## src/rtl/serial_out_pkg.sv

```systemverilog
// -----------------------------------------------------------------------------
// serial_out_pkg
// Shared definitions for the serial_out_arbiter slice:
//   - FSM state encodings (3 bits) and the matching state enum
//   - client index constants (LED = 0, SEG = 1)
//   - client_bits(): word width for a client index
// No ports (package).
// -----------------------------------------------------------------------------
package serial_out_pkg;

  localparam logic [2:0] ST_IDLE  = 3'd0;
  localparam logic [2:0] ST_LOAD  = 3'd1;
  localparam logic [2:0] ST_SHIFT = 3'd2;
  localparam logic [2:0] ST_LATCH = 3'd3;
  localparam logic [2:0] ST_GAP   = 3'd4;

  typedef enum logic [2:0] {
    S_IDLE  = ST_IDLE,
    S_LOAD  = ST_LOAD,
    S_SHIFT = ST_SHIFT,
    S_LATCH = ST_LATCH,
    S_GAP   = ST_GAP
  } state_t;

  localparam logic CLI_LED = 1'b0;
  localparam logic CLI_SEG = 1'b1;

  function automatic int unsigned client_bits(input logic        cli,
                                              input int unsigned led_bits,
                                              input int unsigned seg_bits);
    return (cli == CLI_SEG) ? seg_bits : led_bits;
  endfunction

endpackage

```

## src/rtl/serial_out_rr2.sv

```systemverilog
// -----------------------------------------------------------------------------
// serial_out_rr2
// Two-input round-robin arbiter. Grant is combinational from the request
// vector and the last-served pointer; the pointer only moves on the GAP strobe
// so it reflects completed transfers, not merely granted ones.
// Ports:
//   i_clk      system clock
//   i_rst      asynchronous active-high reset (pointer -> SEG, so LED wins
//              the first tie)
//   i_req      request vector [0]=LED, [1]=SEG
//   i_gap_stb  one-cycle strobe: transfer finished, record its owner
//   i_owner    client index of the finishing transfer
//   o_grant    one-hot grant, 0 when no request
// -----------------------------------------------------------------------------
module serial_out_rr2
  import serial_out_pkg::*;
(
  input  logic       i_clk,
  input  logic       i_rst,
  input  logic [1:0] i_req,
  input  logic       i_gap_stb,
  input  logic       i_owner,
  output logic [1:0] o_grant
);

  logic r_last;

  always_ff @(posedge i_clk or posedge i_rst) begin
    if (i_rst)          r_last <= CLI_SEG;
    else if (i_gap_stb) r_last <= i_owner;
  end

  always_comb begin
    o_grant = 2'b00;
    case (i_req)
      2'b01:   o_grant = 2'b01;
      2'b10:   o_grant = 2'b10;
      // tie: serve whoever was not served last
      2'b11:   o_grant = (r_last == CLI_SEG) ? 2'b01 : 2'b10;
      default: o_grant = 2'b00;
    endcase
  end

endmodule

```

## src/rtl/serial_out_arbiter.sv

```systemverilog
// -----------------------------------------------------------------------------
// serial_out_arbiter
// Shares one serial shift-out channel between the 16-bit LED bank and the
// 64-bit seven-segment display. Round-robin between the two; each transfer
// captures the winner's word, shifts it MSB-first on a divided sclk, then
// pulses that client's latch enable.
//
// Optional build macro: SERIAL_OUT_SOUT_INVERT_EN
//   defined   -> sout carries the complement of each data bit
//   undefined -> sout carries the data bit true
//
// Ports:
//   i_clk, i_rst           clock, async active-high reset
//   i_led_req, i_led_data  LED request (level) and word
//   o_led_ack              1-cycle pulse in LOAD: LED word captured
//   i_seg_req, i_seg_data  seven-segment request (level) and word
//   o_seg_ack              1-cycle pulse in LOAD: SEG word captured
//   o_busy                 high LOAD..GAP
//   o_grant                one-hot owner ([0]=LED, [1]=SEG), 0 when idle
//   o_sclk, o_sout         serial clock / data to the shift-register chips
//   o_led_pen, o_seg_pen   latch enables
//   o_clrn                 active-low chip clear, 0 in reset
//
// state | meaning
// ------+-------------------------------------------------------------
// IDLE  | wait for a request, arbitrate
// LOAD  | 1 cycle: ack winner, capture its word at the end of the cycle
// SHIFT | shift N bits, CLK_DIV cycles sclk low then CLK_DIV high
// LATCH | CLK_DIV cycles: owner's pen high
// GAP   | 1 cycle: pens low, round-robin pointer takes the owner
// -----------------------------------------------------------------------------
module serial_out_arbiter
  import serial_out_pkg::*;
#(
  parameter int unsigned LED_BITS = 16,
  parameter int unsigned SEG_BITS = 64,
  parameter int unsigned CLK_DIV  = 2
) (
  input  logic                i_clk,
  input  logic                i_rst,
  input  logic                i_led_req,
  input  logic [LED_BITS-1:0] i_led_data,
  output logic                o_led_ack,
  input  logic                i_seg_req,
  input  logic [SEG_BITS-1:0] i_seg_data,
  output logic                o_seg_ack,
  output logic                o_busy,
  output logic [1:0]          o_grant,
  output logic                o_sclk,
  output logic                o_sout,
  output logic                o_led_pen,
  output logic                o_seg_pen,
  output logic                o_clrn
);

  localparam int unsigned CNT_W = $clog2(SEG_BITS + 1);
  localparam int unsigned TMR_W = (CLK_DIV > 1) ? $clog2(CLK_DIV) : 1;
  localparam logic [TMR_W-1:0] TMR_LOAD = TMR_W'(CLK_DIV - 1);

  state_t              r_state;
  logic [SEG_BITS-1:0] r_shreg;
  logic [CNT_W-1:0]    r_cnt;
  logic [TMR_W-1:0]    r_tmr;
  logic [1:0]          r_grant;
  logic                r_busy;
  logic                r_led_ack;
  logic                r_seg_ack;
  logic                r_sclk;
  logic                r_sout;
  logic                r_led_pen;
  logic                r_seg_pen;
  logic                r_clrn;

  logic [1:0]          w_rr_grant;
  logic                w_owner;
  logic                w_gap_stb;
  logic [SEG_BITS-1:0] w_led_ext;
  logic [SEG_BITS-1:0] w_load_word;
  logic [SEG_BITS-1:0] w_shifted;

  function automatic logic sout_bit(input logic b);
`ifdef SERIAL_OUT_SOUT_INVERT_EN
    return ~b;
`else
    return b;
`endif
  endfunction

  assign w_owner     = r_grant[CLI_SEG] ? CLI_SEG : CLI_LED;
  assign w_gap_stb   = (r_state == S_GAP);
  // LED word left-justified so both clients shift from the same MSB
  assign w_led_ext   = SEG_BITS'(i_led_data) << (SEG_BITS - LED_BITS);
  assign w_load_word = r_grant[CLI_SEG] ? i_seg_data : w_led_ext;
  assign w_shifted   = r_shreg << 1;

  serial_out_rr2 u_rr2 (
    .i_clk     (i_clk),
    .i_rst     (i_rst),
    .i_req     ({i_seg_req, i_led_req}),
    .i_gap_stb (w_gap_stb),
    .i_owner   (w_owner),
    .o_grant   (w_rr_grant)
  );

  always_ff @(posedge i_clk or posedge i_rst) begin
    if (i_rst) begin
      r_state   <= S_IDLE;
      r_shreg   <= '0;
      r_cnt     <= '0;
      r_tmr     <= '0;
      r_grant   <= 2'b00;
      r_busy    <= 1'b0;
      r_led_ack <= 1'b0;
      r_seg_ack <= 1'b0;
      r_sclk    <= 1'b0;
      r_sout    <= 1'b0;
      r_led_pen <= 1'b0;
      r_seg_pen <= 1'b0;
      r_clrn    <= 1'b0;
    end else begin
      r_clrn    <= 1'b1;
      r_led_ack <= 1'b0;
      r_seg_ack <= 1'b0;
      case (r_state)
        S_IDLE: begin
          if (|w_rr_grant) begin
            r_state   <= S_LOAD;
            r_grant   <= w_rr_grant;
            r_busy    <= 1'b1;
            r_led_ack <= w_rr_grant[CLI_LED];
            r_seg_ack <= w_rr_grant[CLI_SEG];
          end
        end
        S_LOAD: begin
          r_shreg <= w_load_word;
          r_cnt   <= CNT_W'(client_bits(w_owner, LED_BITS, SEG_BITS));
          r_sout  <= sout_bit(w_load_word[SEG_BITS-1]);
          r_sclk  <= 1'b0;
          r_tmr   <= TMR_LOAD;
          r_state <= S_SHIFT;
        end
        S_SHIFT: begin
          if (r_tmr != '0) begin
            r_tmr <= r_tmr - TMR_W'(1);
          end else if (!r_sclk) begin
            r_sclk <= 1'b1;
            r_tmr  <= TMR_LOAD;
          end else begin
            // end of the high phase: advance to the next bit
            r_sclk  <= 1'b0;
            r_tmr   <= TMR_LOAD;
            r_shreg <= w_shifted;
            r_cnt   <= r_cnt - CNT_W'(1);
            if (r_cnt == CNT_W'(1)) begin
              r_state   <= S_LATCH;
              r_led_pen <= r_grant[CLI_LED];
              r_seg_pen <= r_grant[CLI_SEG];
            end else begin
              r_sout <= sout_bit(w_shifted[SEG_BITS-1]);
            end
          end
        end
        S_LATCH: begin
          if (r_tmr != '0) begin
            r_tmr <= r_tmr - TMR_W'(1);
          end else begin
            r_led_pen <= 1'b0;
            r_seg_pen <= 1'b0;
            r_sout    <= 1'b0;
            r_state   <= S_GAP;
          end
        end
        S_GAP: begin
          r_state <= S_IDLE;
          r_grant <= 2'b00;
          r_busy  <= 1'b0;
        end
        default: begin
          r_state <= S_IDLE;
          r_grant <= 2'b00;
          r_busy  <= 1'b0;
        end
      endcase
    end
  end

  assign o_led_ack = r_led_ack;
  assign o_seg_ack = r_seg_ack;
  assign o_busy    = r_busy;
  assign o_grant   = r_grant;
  assign o_sclk    = r_sclk;
  assign o_sout    = r_sout;
  assign o_led_pen = r_led_pen;
  assign o_seg_pen = r_seg_pen;
  assign o_clrn    = r_clrn;

endmodule

```

## config.mk

```make
export PLATFORM = sky130hd
export DESIGN_NAME = serial_out_arbiter
export DESIGN_NICKNAME = d
export VERILOG_FILES = /design/src/rtl/serial_out_pkg.sv /design/src/rtl/serial_out_rr2.sv /design/src/rtl/serial_out_arbiter.sv
export SDC_FILE = /design/constraint.sdc
export NUM_CORES = 1
export LEC_CHECK = 0
export CAP_MARGIN = 5
export CORE_UTILIZATION = 55
export CTS_CLUSTER_SIZE = 16
export DETAILED_ROUTE_END_ITERATION = 8
export HOLD_SLACK_MARGIN = 0.12
export PLACE_DENSITY = 0.95
export SKIP_CTS_REPAIR_TIMING = 1
export SYNTH_ARGS = -nofsm -noshare
export SYNTH_HDL_FRONTEND = slang
export SYNTH_SLANG_ARGS = --single-unit
```

## constraint.sdc

```tcl
create_clock -name i_clk -period 5.6 [get_ports i_clk]
set_input_delay 1.12 -clock i_clk [delete_from_list [all_inputs] [get_ports i_clk]]
set_output_delay 1.12 -clock i_clk [all_outputs]
set_load 0.02 [all_outputs]
```

Word level (Yosys, flattened, before mapping)
Cells that the tools add are included.
- register bits: 85
- logic and storage cells: 87
- input port bits: 84
- output and inout port bits: 10
- reductions and logical operators: 12
- bitwise logic cells: 1
- multiplexer cells: 44
- eq/ne operators: 14
- add/sub/neg operators: 2
- operators with widths (kind ; count):
    63-bit two-way mux ; 2
    63-bit one-hot mux with 2 select lines ; 1
    64-bit two-way mux ; 1
    7-bit two-way mux ; 3
    1-bit two-way mux ; 20
    3-bit two-way mux ; 5
    5-bit AND reduction ; 3
    7-bit one-hot mux with 2 select lines ; 1
    2-bit != test, second input constant ; 6
    3-bit one-hot mux with 4 select lines ; 1
    1-bit one-hot mux with 2 select lines ; 4
    7-bit by 1-bit equality test with 1-bit output, second input constant ; 1
    7-bit by 1-bit subtractor with 7-bit output, second input constant ; 1
    3-bit by 2-bit equality test with 1-bit output, second input constant ; 2
    1-bit one-hot mux with 3 select lines ; 2
    2-bit one-hot mux with 3 select lines ; 1
    2-bit equality test, second input constant ; 2
    2-bit two-way mux ; 2
    2-bit one-hot mux with 2 select lines ; 1
    2-bit AND reduction ; 2
    2-bit nonzero test ; 2
    3-bit by 1-bit equality test with 1-bit output, second input constant ; 1
    3-bit equality test, second input constant ; 1
    3-bit zero test ; 1
    other kinds (7) ; 7

Logic depth before layout (Yosys ltp)
- depth in word-level cells: 5
- depth in mapped cells: 7
- depth with buffers taken out: 6

Modules after synthesis
Synthesis repeated with hierarchy kept, for this count alone.
- cells, all modules: 492
- area total of the unflattened synthesis: 4257.8 µm²
- modules (own cells, without submodules) (module ; area an instance (µm²) ; seq. area each (µm²) ; instances ; cells each):
    serial_out_arbiter ; 4200.3 ; 2102.0 ; 1 ; 485
    serial_out_rr2 ; 57.6 ; 26.3 ; 1 ; 7

Worst setup path after synthesis
Ideal clock, no wire load.
- path kind: input port to flip-flop
- start point: input port i_seg_data[63]
- end point: register r_sout, in the netlist o_sout
- slack: 3.685 ns
- setup time: 0.125 ns
- arrival time: 1.790 ns
- cell stages on the path: 3
- path through: mux2_2 a22o_1 mux2_4
- cells in the longest elaborated chain, start to end: 2
- RTL lines (item ; RTL line ; text):
    start, declared ; serial_out_arbiter.sv:45 ; input logic [SEG_BITS-1:0] i_seg_data,
    64-bit two-way mux ; serial_out_arbiter.sv:93 ; assign w_load_word = r_grant[CLI_SEG] ? i_seg_data : w_led_ext;
    1-bit one-hot mux with 3 select lines ; serial_out_arbiter.sv:124 ; case (r_state)
    end signal, assigned ; serial_out_arbiter.sv:137 ; r_sout <= sout_bit(w_load_word[SEG_BITS-1]);
    end signal, assigned ; serial_out_arbiter.sv:159 ; r_sout <= sout_bit(w_shifted[SEG_BITS-1]);
    end, declared ; serial_out_arbiter.sv:69 ; logic r_sout;
No other way between the ends.
A chain may end at the register's enable or synchronous reset.

Worst setup path after layout
- start point: register r_sclk, in the netlist o_sclk
- end point: output port o_sclk
- RTL lines (item ; RTL line ; text):
    start, declared ; serial_out_arbiter.sv:68 ; logic r_sclk;
    start signal, assigned ; serial_out_arbiter.sv:115 ; r_sclk <= 1'b0;
    start signal, assigned ; serial_out_arbiter.sv:138 ; r_sclk <= 1'b0;
    start signal, assigned ; serial_out_arbiter.sv:146 ; r_sclk <= 1'b1;
    end, declared ; serial_out_arbiter.sv:49 ; output logic o_sclk,
No word-level cell between the ends.

==> PnR_summary.wiki <==
{| class="wikitable"
! Metric !! Value
|-
| Status || complete, no violations
|-
| Worst Path Max Fanout || 6
|-
| Yosys Warn Count || 0
|-
| Summed instance area of the synthesized netlist || 0.004318 mm²
|-
| Count of unique library cells instantiated by Yosys || 49
|-
| Number of placed I/O pins || 94
|-
| Commonest non-fill, non-tap cell in the layout || sky130_fd_sc_hd__clkdlybuf4s50_1
|-
| Max-slew violations || 0
|-
| Startpoint class of the critical path || register
|-
| Final hold violations || 0
|-
| Worst hold slack || 0.4946 ns
|-
| Layout area overhead || 24.11%
|-
| Initial standard-cell utilization of the core || 58.28%
|-
| Post-layout instance count excluding filler cells || 654
|-
| Slowest library cell on the worst path || sky130_fd_sc_hd__clkdlybuf4s50_1
|-
| Number of vias after detailed routing || 3,701
|-
| Placement Cell Area || 0.005179 mm²
|-
| Inserted Diodes || 0
|-
| Global-route wire length before repair || 15.45 mm
|-
| Maximum clock rate || 0.3894 GHz
|-
| Register area share after synthesis || 49.29%
|-
| Largest net degree at the start of global routing || 101
|-
| Flip-flop cell with the highest count after synthesis || sky130_fd_sc_hd__dfrtp_1
|-
| Final-layout setup total negative slack || 0 ns
|-
| CP required || 4.48 ns
|-
| IO buf count || 93
|-
| Setup slack after placement || 2.947 ns
|-
| Unrepaired setup endpoints after global routing || false
|-
| Least setup slack across all paths after layout || 3.032 ns
|-
| EDFF count, synth || 0
|-
| Top cell type's share of synthesized area || 48.68%
|-
| Die area || 0.008209 mm²
|-
| #FFs+latches synth || 85
|-
| Class of the tightest hold or removal check || register to register
|-
| Routability-driven placement congestion ratio || 0.7791
|-
| Post-DR vias/cell || 5.659
|-
| Critical path capture point type || primary output
|-
| DRC violation count after routing || 0
|-
| Critical setup path kind || register to primary output
|-
| Slew at the pin with the worst max-slew slack || 1.146 ns
|-
| Final worst-path cycle share || 45.86%
|-
| Lkg Pwr || 2.062 nW
|-
| Chain of cells forming the critical path || clkdlybuf4s50_1
|-
| Clock period minus final worst setup slack || 2.568 ns
|-
| Max cap viols || 0
|-
| Final instance area || 0.005359 mm²
|-
| Number of design-rule violations left by the first detailed-router iteration || 200
|-
| Number of search-and-repair iterations in the first detailed-routing pass || 4
|-
| Cell chosen for the clock root || sky130_fd_sc_hd__clkbuf_8
|-
| Share of async-settable or async-resettable flops after synthesis || 100.0%
|-
| Clock-pin slew of the registers on the worst-case setup and hold paths || 0.09 ns
|-
| Number of nets with antenna violations after routing || 0
|-
| Power per cell area || 205.4 mW/mm²
|-
| TritonCTS clock tree || done
|-
| Placed Cells || 638
|-
| Routed length per instance || 14.40 µm
|-
| Rel. slew slack || 23.60%
|-
| Top post-synthesis cells by area || sky130_fd_sc_hd__dfrtp_1, sky130_fd_sc_hd__nand2_1, sky130_fd_sc_hd__nor2_1
|-
| Number of cell rows || 31
|-
| Fraction of final layout cells with drive strength greater than 1 || 7.387%
|-
| Setup violations, final || 0
|-
| Critical path's top delay family || buffers and inverters
|-
| Critical path's largest stage delay || 0.64 ns
|-
| CTS sink cnt || 85
|-
| Total global routing track utilization || 23.28%
|-
| Final global-route overflow total || 0
|-
| Crit path arrival time || 1.45 ns
|-
| Area leader, netlist || sky130_fd_sc_hd__dfrtp_1
|-
| Floorplan die height || 90.61 µm
|-
| Sum of routed wire length over all layers || 9.416 mm
|-
| Number of antenna violations at the first check in global routing || 0
|-
| Core box area || 0.007408 mm²
|-
| Final Skew || 0.01235 ns
|-
| Number of CTS-inserted buffers || 9
|-
| Synthesized Nets || 571
|-
| Dpl hpwl || 6.124 mm
|-
| Synthesized instance count || 485
|-
| VDD IR-drop max || 185.8 µV
|-
| Clock insertion delay at the later pin of the skew report || 0.37 ns
|-
| Buffers plus inverters on the worst setup path || 1
|-
| Number of nets in the layout || 636
|-
| Number of global-route vias before repair || 3,507
|-
| Die Span X || 90.61 µm
|-
| Highest-count cells in the layout ignoring fill and taps || sky130_fd_sc_hd__clkdlybuf4s50_1, sky130_fd_sc_hd__dfrtp_1, sky130_fd_sc_hd__nand2_1
|-
| Level count of the clock H-tree || 3
|-
| Number of buffers between clock root and the deepest sink || 2
|-
| Synthesized area per cell || 8.903 µm²
|}
per-layer routing:
| layer | track usage (%) | wire, µm |
|---|---|---|
| met1 | 30.02 | 4116 |
| met2 | 39.14 | 4594 |
| met5 | 0 | 0 |
| met4 | 7.661 | 140 |
| met3 | 4.798 | 564 |
Yosys cell counts, drive strengths merged, types with 2 or more instances:
master and n:
a21o 2, a21oi 20, a22o 2, a31oi 49
buf 33, clkbuf 9, dfrtp 84, ha 2
inv 7, mux2 2, mux2i 15, nand2 76
nand3 51, nand3b 3, nor2 71, nor2b 2
nor3 2, nor3b 2, nor4 2, o21ai 26
o311ai 2, o31ai 2, or3 2
cell families (layout without fill, tap and decap cells):
| logic type | after synthesis | count (layout) | share of synthesized area, % |
|---|---|---|---|
| muxes | 17 | 17 | 4.086 |
| other | 1 | 1 | 0.08685 |
| xor gates and xnor gates | 1 | 1 | 0.2029 |
| buffers and inverters | 49 | 119 | 5.940 |
| DFF | 85 | 85 | 49.29 |
| adders and majority gates | 2 | 2 | 0.5794 |
| and+or+nand+nor | 218 | 218 | 22.43 |
| AOI/OAI and AO/OA | 112 | 112 | 17.39 |
sequential cells by signal (all words and copies together) (netlist names), 2 cells and up:
name,cells
o_grant,2
r_shreg,63
r_cnt,7
r_state,3
cell type report:
cell class,count,area (µm²)
Sequential cell,85,2130
Fill cell,532,2049
Multi-Input combinational cell,351,1944
Timing Repair Buffer,96,953.4
Clock buffer,9,123.9
Tap cell,99,123.9
Clock inverter,7,56.30
Inverter,7,27.53
where the power goes:
group	switching, W	total (W)	internal [W]
Combinational	0.0000250	0.0000810	0.0000560
Clock	0.000238	0.000404	0.000166
Sequential	0.00000104	0.000616	0.000615
Total	0.000264	0.00110	0.000837
worst paths after layout:
kind | start | endpoint | slack [ns] | cells past startpoint
max | o_sclk | o_sclk | 3.03 | 1
min | r_shreg[58] | r_shreg[58] | 0.49 | 2
max reg2reg | r_state[0] | r_cnt[4] | 3.05 | 4
min reg2reg | r_shreg[58] | r_shreg[58] | 0.49 | 2
max in group asynchronous | i_rst | o_grant[1] | 3.41 | 3
min in group asynchronous | i_rst | r_shreg[36] | 1.12 | 2
through the flow:
| step | total power [W] | util, % |
|---|---|---|
| final | 0.001101 | 72.34 |
| after global routing | 0.001144 | 72.34 |
| after CTS | 0.001111 | 72.34 |
| after detailed placement | 0.0007101 | 69.90 |
| after global placement | 0.0007085 | 69.90 |
| after floorplan | 0.0006442 | - |
No activity file was read; power rests on OpenSTA's default activity.
